<file path="config.mk">
export PLATFORM = sky130hd
export DESIGN_NAME = tl45_scoreboard_flat
export DESIGN_NICKNAME = d
export VERILOG_FILES = /design/src/rtl/tl45_scoreboard_if.sv /design/src/rtl/tl45_scoreboard.sv /design/src/flat_wrapper.sv
export SDC_FILE = /design/constraint.sdc
export NUM_CORES = 1
export LEC_CHECK = 0
export CAP_MARGIN = 20
export CORE_MARGIN = 5
export CORE_UTILIZATION = 58
export DETAILED_ROUTE_END_ITERATION = 10
export PLACE_DENSITY_LB_ADDON = 0.15
export SYNTH_ARGS = -nofsm -noshare
export SYNTH_HDL_FRONTEND = slang
export SYNTH_SLANG_ARGS = --single-unit
</file>
<file path="constraint.sdc">
create_clock -name i_clk -period 5.3 [get_ports i_clk]
set_input_delay 0.795 -clock i_clk [delete_from_list [all_inputs] [get_ports i_clk]]
set_output_delay 0.795 -clock i_clk [all_outputs]
set_load 0.01 [all_outputs]
</file>
<file path="src/rtl/tl45_scoreboard_if.sv">
// Scoreboard bus bundle: issue request from decode, forward-bus tags, writeback retire
// tags, and the busy/stall/error status returned to register-read.
// Signal names match the scoreboard's port list so the two read side by side.
interface tl45_scoreboard_if #(
    parameter int NREGS = 15
);
    logic             i_flush;
    logic             i_issue_valid;
    logic [3:0]       i_issue_dr;
    logic [3:0]       i_issue_sr1;
    logic [3:0]       i_issue_sr2;
    logic             i_issue_ri;
    logic             i_issue_nobusy;
    logic [3:0]       i_of1_reg;
    logic [3:0]       i_of2_reg;
    logic [3:0]       i_wb1_reg;
    logic [3:0]       i_wb2_reg;
    logic [NREGS-1:0] o_busylist;
    logic             o_stall;
    logic             o_underflow;

    // Pipeline side: drives issue, forward and retire; observes status.
    modport master (
        output i_flush, i_issue_valid, i_issue_dr, i_issue_sr1, i_issue_sr2,
               i_issue_ri, i_issue_nobusy, i_of1_reg, i_of2_reg, i_wb1_reg, i_wb2_reg,
        input  o_busylist, o_stall, o_underflow
    );

    // Scoreboard side.
    modport slave (
        input  i_flush, i_issue_valid, i_issue_dr, i_issue_sr1, i_issue_sr2,
               i_issue_ri, i_issue_nobusy, i_of1_reg, i_of2_reg, i_wb1_reg, i_wb2_reg,
        output o_busylist, o_stall, o_underflow
    );
endinterface

</file>
<file path="src/rtl/tl45_scoreboard.sv">
// TL45 register-hazard scoreboard. Each tracked register r1..rNREGS has a small
// counter of DPRF writes still in flight. An issuing instruction stalls if any
// operand is pending and cannot be taken from a forward bus, or if its destination
// counter is already full. Retires from the two writeback ports decrement counters.
// Optional macro TL45_SCOREBOARD_PERF_EN adds a saturating stall-cycle counter port.
module tl45_scoreboard #(
    parameter int NREGS = 15,
    parameter int CNT_W = 2
) (
    input  logic                i_clk,
    input  logic                i_reset,
    tl45_scoreboard_if.slave    sb
`ifdef TL45_SCOREBOARD_PERF_EN
    ,
    output logic [31:0]         o_stall_cycles
`endif
);
    localparam logic [CNT_W-1:0] CNT_MAX = '1;

    logic [CNT_W-1:0] cnt_q [1:NREGS];
    logic [CNT_W-1:0] cnt_d [1:NREGS];
    logic             underflow_q, underflow_d;

    logic [CNT_W-1:0] cnt_sr1, cnt_sr2, cnt_dr;
    logic             stall;
    logic             issue_fire;
    logic [NREGS-1:0] busy;

    // A source can be forwarded only when exactly one write is pending; with two or
    // more in flight the bus may be carrying the older value.
    function automatic logic hazard(input logic [3:0]       s,
                                    input logic [CNT_W-1:0] c,
                                    input logic [3:0]       of1,
                                    input logic [3:0]       of2);
        logic fwd_ok;
        fwd_ok = ((s == of1) || (s == of2)) && (s != 4'd0) && (c == CNT_W'(1));
        return (s != 4'd0) && (c != '0) && !fwd_ok;
    endfunction

    // Look up the counters of the issuing instruction's operands and destination.
    always_comb begin
        // NOTE: every combinational output gets a default first so no path leaves it
        // unassigned and a latch is never inferred.
        cnt_sr1 = '0;
        cnt_sr2 = '0;
        cnt_dr  = '0;
        for (int r = 1; r <= NREGS; r++) begin
            if (sb.i_issue_sr1 == 4'(r)) cnt_sr1 = cnt_q[r];
            if (sb.i_issue_sr2 == 4'(r)) cnt_sr2 = cnt_q[r];
            if (sb.i_issue_dr  == 4'(r)) cnt_dr  = cnt_q[r];
        end
    end

    // Stall decision and the resulting issue acceptance.
    always_comb begin
        stall = sb.i_issue_valid &&
                (hazard(sb.i_issue_sr1, cnt_sr1, sb.i_of1_reg, sb.i_of2_reg) ||
                 (!sb.i_issue_ri && hazard(sb.i_issue_sr2, cnt_sr2, sb.i_of1_reg, sb.i_of2_reg)) ||
                 ((sb.i_issue_dr != 4'd0) && !sb.i_issue_nobusy && (cnt_dr == CNT_MAX)));
        issue_fire = sb.i_issue_valid && !stall && !sb.i_flush && !sb.i_issue_nobusy &&
                     (sb.i_issue_dr != 4'd0);
    end

    // Next counter values: +1 for an accepted issue, -1 per retire port naming the
    // register, clamped at zero with the sticky underflow flag raised on clamp.
    always_comb begin
        int sum;
        int dec;
        underflow_d = underflow_q;
        sum = 0;
        dec = 0;
        for (int r = 1; r <= NREGS; r++) begin
            sum = int'(cnt_q[r]) + ((issue_fire && (sb.i_issue_dr == 4'(r))) ? 1 : 0);
            dec = ((sb.i_wb1_reg == 4'(r)) ? 1 : 0) + ((sb.i_wb2_reg == 4'(r)) ? 1 : 0);
            if (dec > sum) begin
                cnt_d[r]    = '0;
                underflow_d = 1'b1;
            end else begin
                cnt_d[r] = CNT_W'(sum - dec);
            end
        end
    end

    // Busy list straight from the counter registers.
    always_comb begin
        busy = '0;
        for (int r = 1; r <= NREGS; r++) begin
            busy[r-1] = (cnt_q[r] != '0);
        end
    end

    assign sb.o_busylist  = busy;
    assign sb.o_stall     = stall;
    assign sb.o_underflow = underflow_q;

    // Counter and error-flag registers with synchronous reset.
    always_ff @(posedge i_clk) begin
        // NOTE: sequential state uses non-blocking assignments so every flop samples
        // the pre-edge values regardless of block ordering.
        if (i_reset) begin
            // NOTE: the counter array is small and must read zero after reset, so it is
            // built from resettable flops rather than a RAM.
            for (int r = 1; r <= NREGS; r++) cnt_q[r] <= '0;
            underflow_q <= 1'b0;
        end else begin
            for (int r = 1; r <= NREGS; r++) cnt_q[r] <= cnt_d[r];
            underflow_q <= underflow_d;
        end
    end

`ifdef TL45_SCOREBOARD_PERF_EN
    logic [31:0] stall_cycles_q, stall_cycles_d;

    // Saturating count of cycles in which issue was held.
    always_comb begin
        stall_cycles_d = stall_cycles_q;
        if (stall && (stall_cycles_q != 32'hFFFF_FFFF)) stall_cycles_d = stall_cycles_q + 32'd1;
    end

    // Stall-cycle counter register.
    always_ff @(posedge i_clk) begin
        if (i_reset) stall_cycles_q <= '0;
        else         stall_cycles_q <= stall_cycles_d;
    end

    assign o_stall_cycles = stall_cycles_q;
`endif
endmodule

</file>
<file path="src/flat_wrapper.sv">
// flat-port wrapper written by rule: the top's interface ports become plain ports
module tl45_scoreboard_flat 
#(
    parameter int NREGS = 15,
    parameter int CNT_W = 2
)
  (i_clk, i_reset, sb_i_flush, sb_i_issue_valid, sb_i_issue_dr, sb_i_issue_sr1, sb_i_issue_sr2, sb_i_issue_ri, sb_i_issue_nobusy, sb_i_of1_reg, sb_i_of2_reg, sb_i_wb1_reg, sb_i_wb2_reg, sb_o_busylist, sb_o_stall, sb_o_underflow);
  tl45_scoreboard_if #(.NREGS(NREGS)) sb_i ();
  input  logic i_clk;
  input  logic i_reset;
  input wire logic [$bits(sb_i.i_flush)-1:0] sb_i_flush;
  input wire logic [$bits(sb_i.i_issue_valid)-1:0] sb_i_issue_valid;
  input wire logic [$bits(sb_i.i_issue_dr)-1:0] sb_i_issue_dr;
  input wire logic [$bits(sb_i.i_issue_sr1)-1:0] sb_i_issue_sr1;
  input wire logic [$bits(sb_i.i_issue_sr2)-1:0] sb_i_issue_sr2;
  input wire logic [$bits(sb_i.i_issue_ri)-1:0] sb_i_issue_ri;
  input wire logic [$bits(sb_i.i_issue_nobusy)-1:0] sb_i_issue_nobusy;
  input wire logic [$bits(sb_i.i_of1_reg)-1:0] sb_i_of1_reg;
  input wire logic [$bits(sb_i.i_of2_reg)-1:0] sb_i_of2_reg;
  input wire logic [$bits(sb_i.i_wb1_reg)-1:0] sb_i_wb1_reg;
  input wire logic [$bits(sb_i.i_wb2_reg)-1:0] sb_i_wb2_reg;
  output wire logic [$bits(sb_i.o_busylist)-1:0] sb_o_busylist;
  output wire logic [$bits(sb_i.o_stall)-1:0] sb_o_stall;
  output wire logic [$bits(sb_i.o_underflow)-1:0] sb_o_underflow;
  assign sb_i.i_flush = sb_i_flush;
  assign sb_i.i_issue_valid = sb_i_issue_valid;
  assign sb_i.i_issue_dr = sb_i_issue_dr;
  assign sb_i.i_issue_sr1 = sb_i_issue_sr1;
  assign sb_i.i_issue_sr2 = sb_i_issue_sr2;
  assign sb_i.i_issue_ri = sb_i_issue_ri;
  assign sb_i.i_issue_nobusy = sb_i_issue_nobusy;
  assign sb_i.i_of1_reg = sb_i_of1_reg;
  assign sb_i.i_of2_reg = sb_i_of2_reg;
  assign sb_i.i_wb1_reg = sb_i_wb1_reg;
  assign sb_i.i_wb2_reg = sb_i_wb2_reg;
  assign sb_o_busylist = sb_i.o_busylist;
  assign sb_o_stall = sb_i.o_stall;
  assign sb_o_underflow = sb_i.o_underflow;
  tl45_scoreboard #(.NREGS(NREGS), .CNT_W(CNT_W)) u_core (.i_clk(i_clk), .i_reset(i_reset), .sb(sb_i));
endmodule
</file>
After elaboration in Yosys (flattened, before gate mapping). Memories as Yosys holds them, arrays and structs flattened. Cells that the tools add are included.

Latch bits: 0. ROM bits: 0. Memories kept: 1. Word-level logic and storage cells: 359. Output and inout port bits: 17. Memory bits (writable): 30. Register bits: 1.

$add $sub $neg: 45. Bitwise logic cells: 15. Reduce and logical (&&, ||, !) cells: 62. Shift operators: 0. Equal/unequal tests: 82. Mux-type cells: 138. Order comparisons: 15. Divide/modulo/power cells: 0. $mul: 0.

Memory list: u_core.cnt_q (words 15, bits a word 2, rd ports 15, clocked after Yosys merged registers in 0, write ports 15, line tl45_scoreboard.sv:20) `logic [CNT_W-1:0] cnt_q [1:NREGS];`.

Operators with widths (number): $gt 32x32->1 (15); $eq 4x4->1 const B (40); $mux 2 (75); $eq 4x3->1 const B (20); $mux 1 (63); $add 2x1->3 (15); $eq 4x2->1 const B (10); $reduce_bool 2->1 (17); $logic_and 1x1->1 (31); $add 1x1->2 (15); $sub 2x2->2 (15); $eq 4x1->1 const B (5); $eq 4x4->1 (4); $or 1x1->1 (15); $reduce_bool 15->1 (1); $reduce_bool 4->1 (3); $logic_not 1->1 (6); $eq 2x1->1 const B (2); $logic_or 1x1->1 (4); $eq 2x2->1 const B (1).

Depth between registers and ports, before layout.
Word-level depth: 48. Mapped depth: 19. Depth with buffers taken out: 16.

Worst setup path after synthesis. OpenSTA, ideal clock, no wires.

Path kind: input to register. Start point: in sb_i_issue_sr2[1]. End point: reg u_core.underflow_q (netlist: u_core.sb.o_underflow). Slack: 1.291 ns. Data arrival time: 3.888 ns. Stages on the path: 18. Required time: 5.179 ns. Setup time: 0.121 ns. Cell sequence: buf_2 > buf_1 > mux4_2 > o21ai_1 > a211oi_1 > o21ai_0 > nand4_2 > buf_6 > nor4_2 > ha_1 > ha_1 > inv_1 > ha_1 > nor2b_1 > o21ai_0 > nand4_1 > nor4_1 > nor2_1.

Word-level cells in the longest chain between the ends: 47. Elaborated cells between the ends (all ways): 125.

Ends and longest elaborated chain: start, declared (line flat_wrapper.sv:15) `input wire logic [$bits(sb_i.i_issue_sr2)-1:0] sb_i_issue_sr2;`; $eq 4x1->1 (line tl45_scoreboard.sv:49) `if (sb.i_issue_sr2 == 4'(r)) cnt_sr2 = cnt_q[r];`; $mux 2 (15 in a row) (line tl45_scoreboard.sv:49); $eq 2x1->1 (line tl45_scoreboard.sv:36) `fwd_ok = ((s == of1) || (s == of2)) && (s != 4'd0) && (c == CNT_W'(1));`; $logic_and 1x1->1 (line tl45_scoreboard.sv:36); $logic_not 1->1 (line tl45_scoreboard.sv:37) `return (s != 4'd0) && (c != '0) && !fwd_ok;`; $logic_and 1x1->1 * (line tl45_scoreboard.sv:37); $logic_and 1x1->1 * (line tl45_scoreboard.sv:58) `(!sb.i_issue_ri && hazard(sb.i_issue_sr2, cnt_sr2, sb.i_of1_reg, sb.i_of2_reg)) ||`; $logic_or 1x1->1 * (line tl45_scoreboard.sv:57) `(hazard(sb.i_issue_sr1, cnt_sr1, sb.i_of1_reg, sb.i_of2_reg) ||`; $logic_or 1x1->1 * (line tl45_scoreboard.sv:58); $logic_and 1x1->1 * (line tl45_scoreboard.sv:56) `stall = sb.i_issue_valid &&`; $logic_not 1->1 * (line tl45_scoreboard.sv:60) `issue_fire = sb.i_issue_valid && !stall && !sb.i_flush && !sb.i_issue_nobusy &&`; $logic_and 1x1->1 * (4 in a row) (line tl45_scoreboard.sv:60); $logic_and 1x1->1 (line tl45_scoreboard.sv:73) `sum = int'(cnt_q[r]) + ((issue_fire && (sb.i_issue_dr == 4'(r))) ? 1 : 0);`; $mux 1 (line tl45_scoreboard.sv:73); $add 2x1->3 (line tl45_scoreboard.sv:73); $gt 32x32->1 (line tl45_scoreboard.sv:75) `if (dec > sum) begin`; $mux 1 (14 in a row) (line tl45_scoreboard.sv:75); end signal, assigned (line tl45_scoreboard.sv:107) `underflow_q <= underflow_d;`; end, declared (line tl45_scoreboard.sv:22) `logic underflow_q, underflow_d;`.

Every way passes the cells marked *; elsewhere a longest branch is shown, timed or not. A chain may end at the register's enable or synchronous reset.

Worst setup path in the final report.
Start point: in sb_i_issue_sr1[2]. End point: reg u_core.underflow_q (netlist: u_core.sb.o_underflow).

Word-level cells in the longest chain between the ends: 46. Elaborated cells between the ends (all ways): 124.

Ends and longest elaborated chain: start, declared (line flat_wrapper.sv:14) `input wire logic [$bits(sb_i.i_issue_sr1)-1:0] sb_i_issue_sr1;`; $eq 4x1->1 (line tl45_scoreboard.sv:48) `if (sb.i_issue_sr1 == 4'(r)) cnt_sr1 = cnt_q[r];`; $mux 2 (15 in a row) (line tl45_scoreboard.sv:48); $eq 2x1->1 (line tl45_scoreboard.sv:36); $logic_and 1x1->1 (line tl45_scoreboard.sv:36); $logic_not 1->1 (line tl45_scoreboard.sv:37); $logic_and 1x1->1 * (line tl45_scoreboard.sv:37); $logic_or 1x1->1 * (line tl45_scoreboard.sv:57); $logic_or 1x1->1 * (line tl45_scoreboard.sv:58); $logic_and 1x1->1 * (line tl45_scoreboard.sv:56); $logic_not 1->1 * (line tl45_scoreboard.sv:60); $logic_and 1x1->1 * (4 in a row) (line tl45_scoreboard.sv:60); $logic_and 1x1->1 (line tl45_scoreboard.sv:73); $mux 1 (line tl45_scoreboard.sv:73); $add 2x1->3 (line tl45_scoreboard.sv:73); $gt 32x32->1 (line tl45_scoreboard.sv:75); $mux 1 (14 in a row) (line tl45_scoreboard.sv:75).

Marked as above.

==> summary.txt <==
Timing
  • Final setup violation count: 0
  • PnR worst setup slack: 0.330 ns
  • Worst-margin pin slew: 0.626 ns
  • Hold Vio Cnt, Final: 0
  • Slew headroom: 0.582
  • Hold WS: 0.608 ns
  • Fin. max-slew vios: 0
  • Setup_tns: 0 ns
  • RSZ-0062 raised after global routing: false
  • Worst Skew: 0.0108 ns
  • Tcrit/Tclk final: 0.938
  • Fmax: 201 MHz
  • Tmin final: 4.97 ns

Pwr
  • Max VDD drop: 0.000143 V
  • Leakage: 2.25 nW
  • Pwr/cell area: 172 mW/mm^2

Routing
  • # DRC: 0
  • Pre-antenna DRT Iters: 5
  • Antenna Nets Post-Route: 0
  • Wire per inst: 17.0 microns
  • Final wirelength: 11700 microns
  • Via density: 6.00
  • Vias: 4127
  • 1st-iter DRT viols: 238

Logic synthesis
  • Post-Syn Nets: 659
  • Avg Cell Area, Syn: 8.10 sq um
  • FFs w/ async S/R, synth: 0
  • Mapped Area: 0.00433 sq mm
  • Mapped Cells: 535
  • Top_reg_cell synth: dfxtp_1
  • Post-synthesis register bit count: 31
  • Post-synth top area share: 0.260
  • Syn. warnings: 0
  • Synth top area cells: ha_1 (26%), dfxtp_1 (14%), nor2_1 (4.8%)
  • EDFF count, synth: 0
  • Commonest cells in the netlist: ha_1 (90), nor2_1 (55), inv_1 (51)
  • Cell variety after synth: 66
  • Synth area leader: ha_1
  • Cell with the most instances after synthesis: ha_1
  • Sequential area share after synthesis: 0.143

CTS
  • Clock buffer depth: 2
  • CTS Sinks: 31
  • Worst skew pair latency: 0.29 ns
  • Clk slew on worst S/H paths: 0.06 ns
  • CTS Buf Count: 5
  • Setup Fix Bufs, Post-CTS: 0
  • CTS Root Cell: clkbuf_8
  • H-tree levels: 2
  • CTS tree: yes

Critical path
  • CP Class: in -> reg
  • Crit. End Element: flop
  • CP Buf/Inv Count: 4
  • Critical-path cell list: clkdlybuf4s50_1 > buf_4 > a2111oi_1 > o31ai_1 > o311a_1 > o21ai_0 > nand4_2 > buf_12 > nor4_2 > ha_1 > ha_1 > inv_1 > ha_1 > nor2b_1 > o21ai_0 > nand4_1 > nor4_1 > nor2_1
  • Critical Path AT: 5.12 ns
  • R2r startpoint: u_core.cnt_q[10][1]
  • CP Max Fanout: 12
  • CP top delay family: simple AND/OR/NAND/NOR gates
  • Most common cell on crit path: ha_1
  • Reg2reg setup slack: 1.04 ns
  • Worst setup SP type: input port
  • Highest-delay cell along the critical path: clkdlybuf4s50_1
  • FF-to-FF path depth: 17
  • CP peak stage delay: 0.58 ns
  • Req. time, crit path: 5.45 ns
  • RR Endpoint: u_core.sb.o_underflow

Global route
  • Largest net degree at the start of global routing: 17
  • GRT Overall Usage: 0.268
  • Antenna violations before repair: 0
  • Number of global-route vias before repair: 4205
  • Total grt overflow: 0
  • First-pass GRT wire length: 19400 microns

Hold path
  • Hold path start: u_core.sb.o_underflow
  • Min-Delay Endpoint: u_core.sb.o_underflow
  • Hold crit path type: reg -> reg
  • Hold depth: 3

Layout
  • Nets@finish: 713
  • # fillers: 601
  • FF/Latch Area: 621 sq um
  • Synthesis-to-layout area growth: 17.1%
  • # diodes: 0
  • Layout cells sized above 1: 0.104
  • Area of the multi-input gates: 0.00340 sq mm
  • Post-layout util: 0.700

Floorplan
  • Rows: 31
  • Chip width: 96.4 microns
  • Core Footprint: 0.00725 sq mm
  • Die Y: 96.4 microns
  • Die ar.: 0.00930 sq mm
  • Initial Utilization: 0.598
  • Top-Level Pins: 51

Placed design
  • Port buffer count: 50
  • Hpwl dp: 9780 microns
  • Final Wtd Congestion: 0.918
  • Post-place setup slack: -0.0110 ns

Run status
  • Status: finished clean

Run
  • Max-Cap Viols: 0
==> how the worst max path moves through the flow <==
stage / startpoint / end / slack [ns] / cells after the start
2_1_floorplan: sb_i_issue_sr2[1] / u_core.sb.o_underflow / 1.29 / 18
3_3_place_gp: sb_i_issue_sr1[2] / u_core.sb.o_underflow / 0.09 / 18
3_5_place_dp: sb_i_issue_sr1[2] / u_core.sb.o_underflow / -0.01 / 18
4_1_cts: sb_i_issue_sr1[2] / u_core.sb.o_underflow / 0.26 / 18
5_1_grt: sb_i_issue_dr[1] / u_core.sb.o_underflow / 0.004 / 19
6_report: sb_i_issue_sr1[2] / u_core.sb.o_underflow / 0.33 / 18
==> flip-flops by register name, indices dropped and copies added (netlist names) <==
name and flops:
u_core.sb.o_underflow 1, u_core.cnt_q 30
==> layout make-up <==
class	instances	share of cell area
Clock buffer	6	0.0163
Multi-Input combinational cell	432	0.670
Clock inverter	1	0.000986
Sequential cell	31	0.122
Tap cell	99	0.0244
Timing Repair Buffer	67	0.127
Inverter	52	0.0385
==> power breakdown <==
group | leakage [nW] | switching, mW | total [mW] | internal (mW)
clock network | 0.0470 | 0.0933 | 0.195 | 0.102
logic | 1.95 | 0.203 | 0.392 | 0.189
registers | 0.253 | 0.0348 | 0.287 | 0.252
total | 2.25 | 0.331 | 0.874 | 0.543
==> metrics by stage <==
stage | power, mW | cell area, sq um | std cells
after floorplan | 0.528 | 4330 | 535
after global placement | 0.666 | 4970 | 681
after detailed placement | 0.679 | 4970 | 681
after CTS | 0.873 | 5060 | 688
after global routing | 0.934 | 5070 | 688
final | 0.874 | 5070 | 688
==> tightest hold or removal path, stage by stage, from the launching register on <==
cell and delay [ns]:
dfxtp_1 0.34, nand4b_1 0.12, nor4_1 0.05, nor2_1 0.07
==> cell families after synthesis <==
family	share of synthesized area
AO/OA/AOI/OAI	0.143
XOR/XNOR	0.0626
adder cells (fa/ha/maj)	0.260
buffers and inverters	0.0745
flip-flops	0.143
multiplexers	0.0427
AND/OR/NAND/NOR	0.275
==> repair_timing <==
action / 4_1_cts / 5_1_grt
endpoints found under the setup margin: 0 / 1
hold buffers: 0 / 0
hold endpoints to repair: 0 / 0
gates resized for setup: 0 / 4
==> routing by layer <==
| layer | up-vias | GRT usage | routed length, microns |
|---|---|---|---|
| li1 | 2009 | - | - |
| met1 | 1912 | 0.329 | 4790 |
| met2 | 165 | 0.467 | 5640 |
| met3 | 41 | 0.0387 | 807 |
| met4 | 0 | 0.111 | 459 |
| met5 | - | 0 | 0 |
==> cells in the final DEF (no fill, tap or decap), types with 3 or more instances in the layout <==
cell / Yosys / final
a2bb2oi_1: 3 / 3
nor2b_1: 21 / 21
nor2_1: 55 / 55
o21ai_0: 22 / 22
dfxtp_1: 31 / 31
or2_2: 17 / 17
xnor2_1: 12 / 12
nand2_1: 11 / 11
nand3b_1: 4 / 4
nor3_1: 18 / 18
ha_1: 90 / 90
o21bai_1: 3 / 3
clkdlybuf4s50_1: 0 / 48
mux2i_1: 11 / 11
nand4_1: 9 / 9
nor4_2: 10 / 9
a21oi_1: 24 / 24
nand3_1: 6 / 6
clkbuf_8: 0 / 6
inv_1: 51 / 51
o211ai_1: 4 / 4
buf_4: 2 / 16
nand2b_1: 30 / 30
xor2_1: 19 / 19
and2_1: 3 / 3
a31oi_1: 4 / 4
nor4_1: 10 / 10
Note: power is estimated with default switching activity, not from simulation.
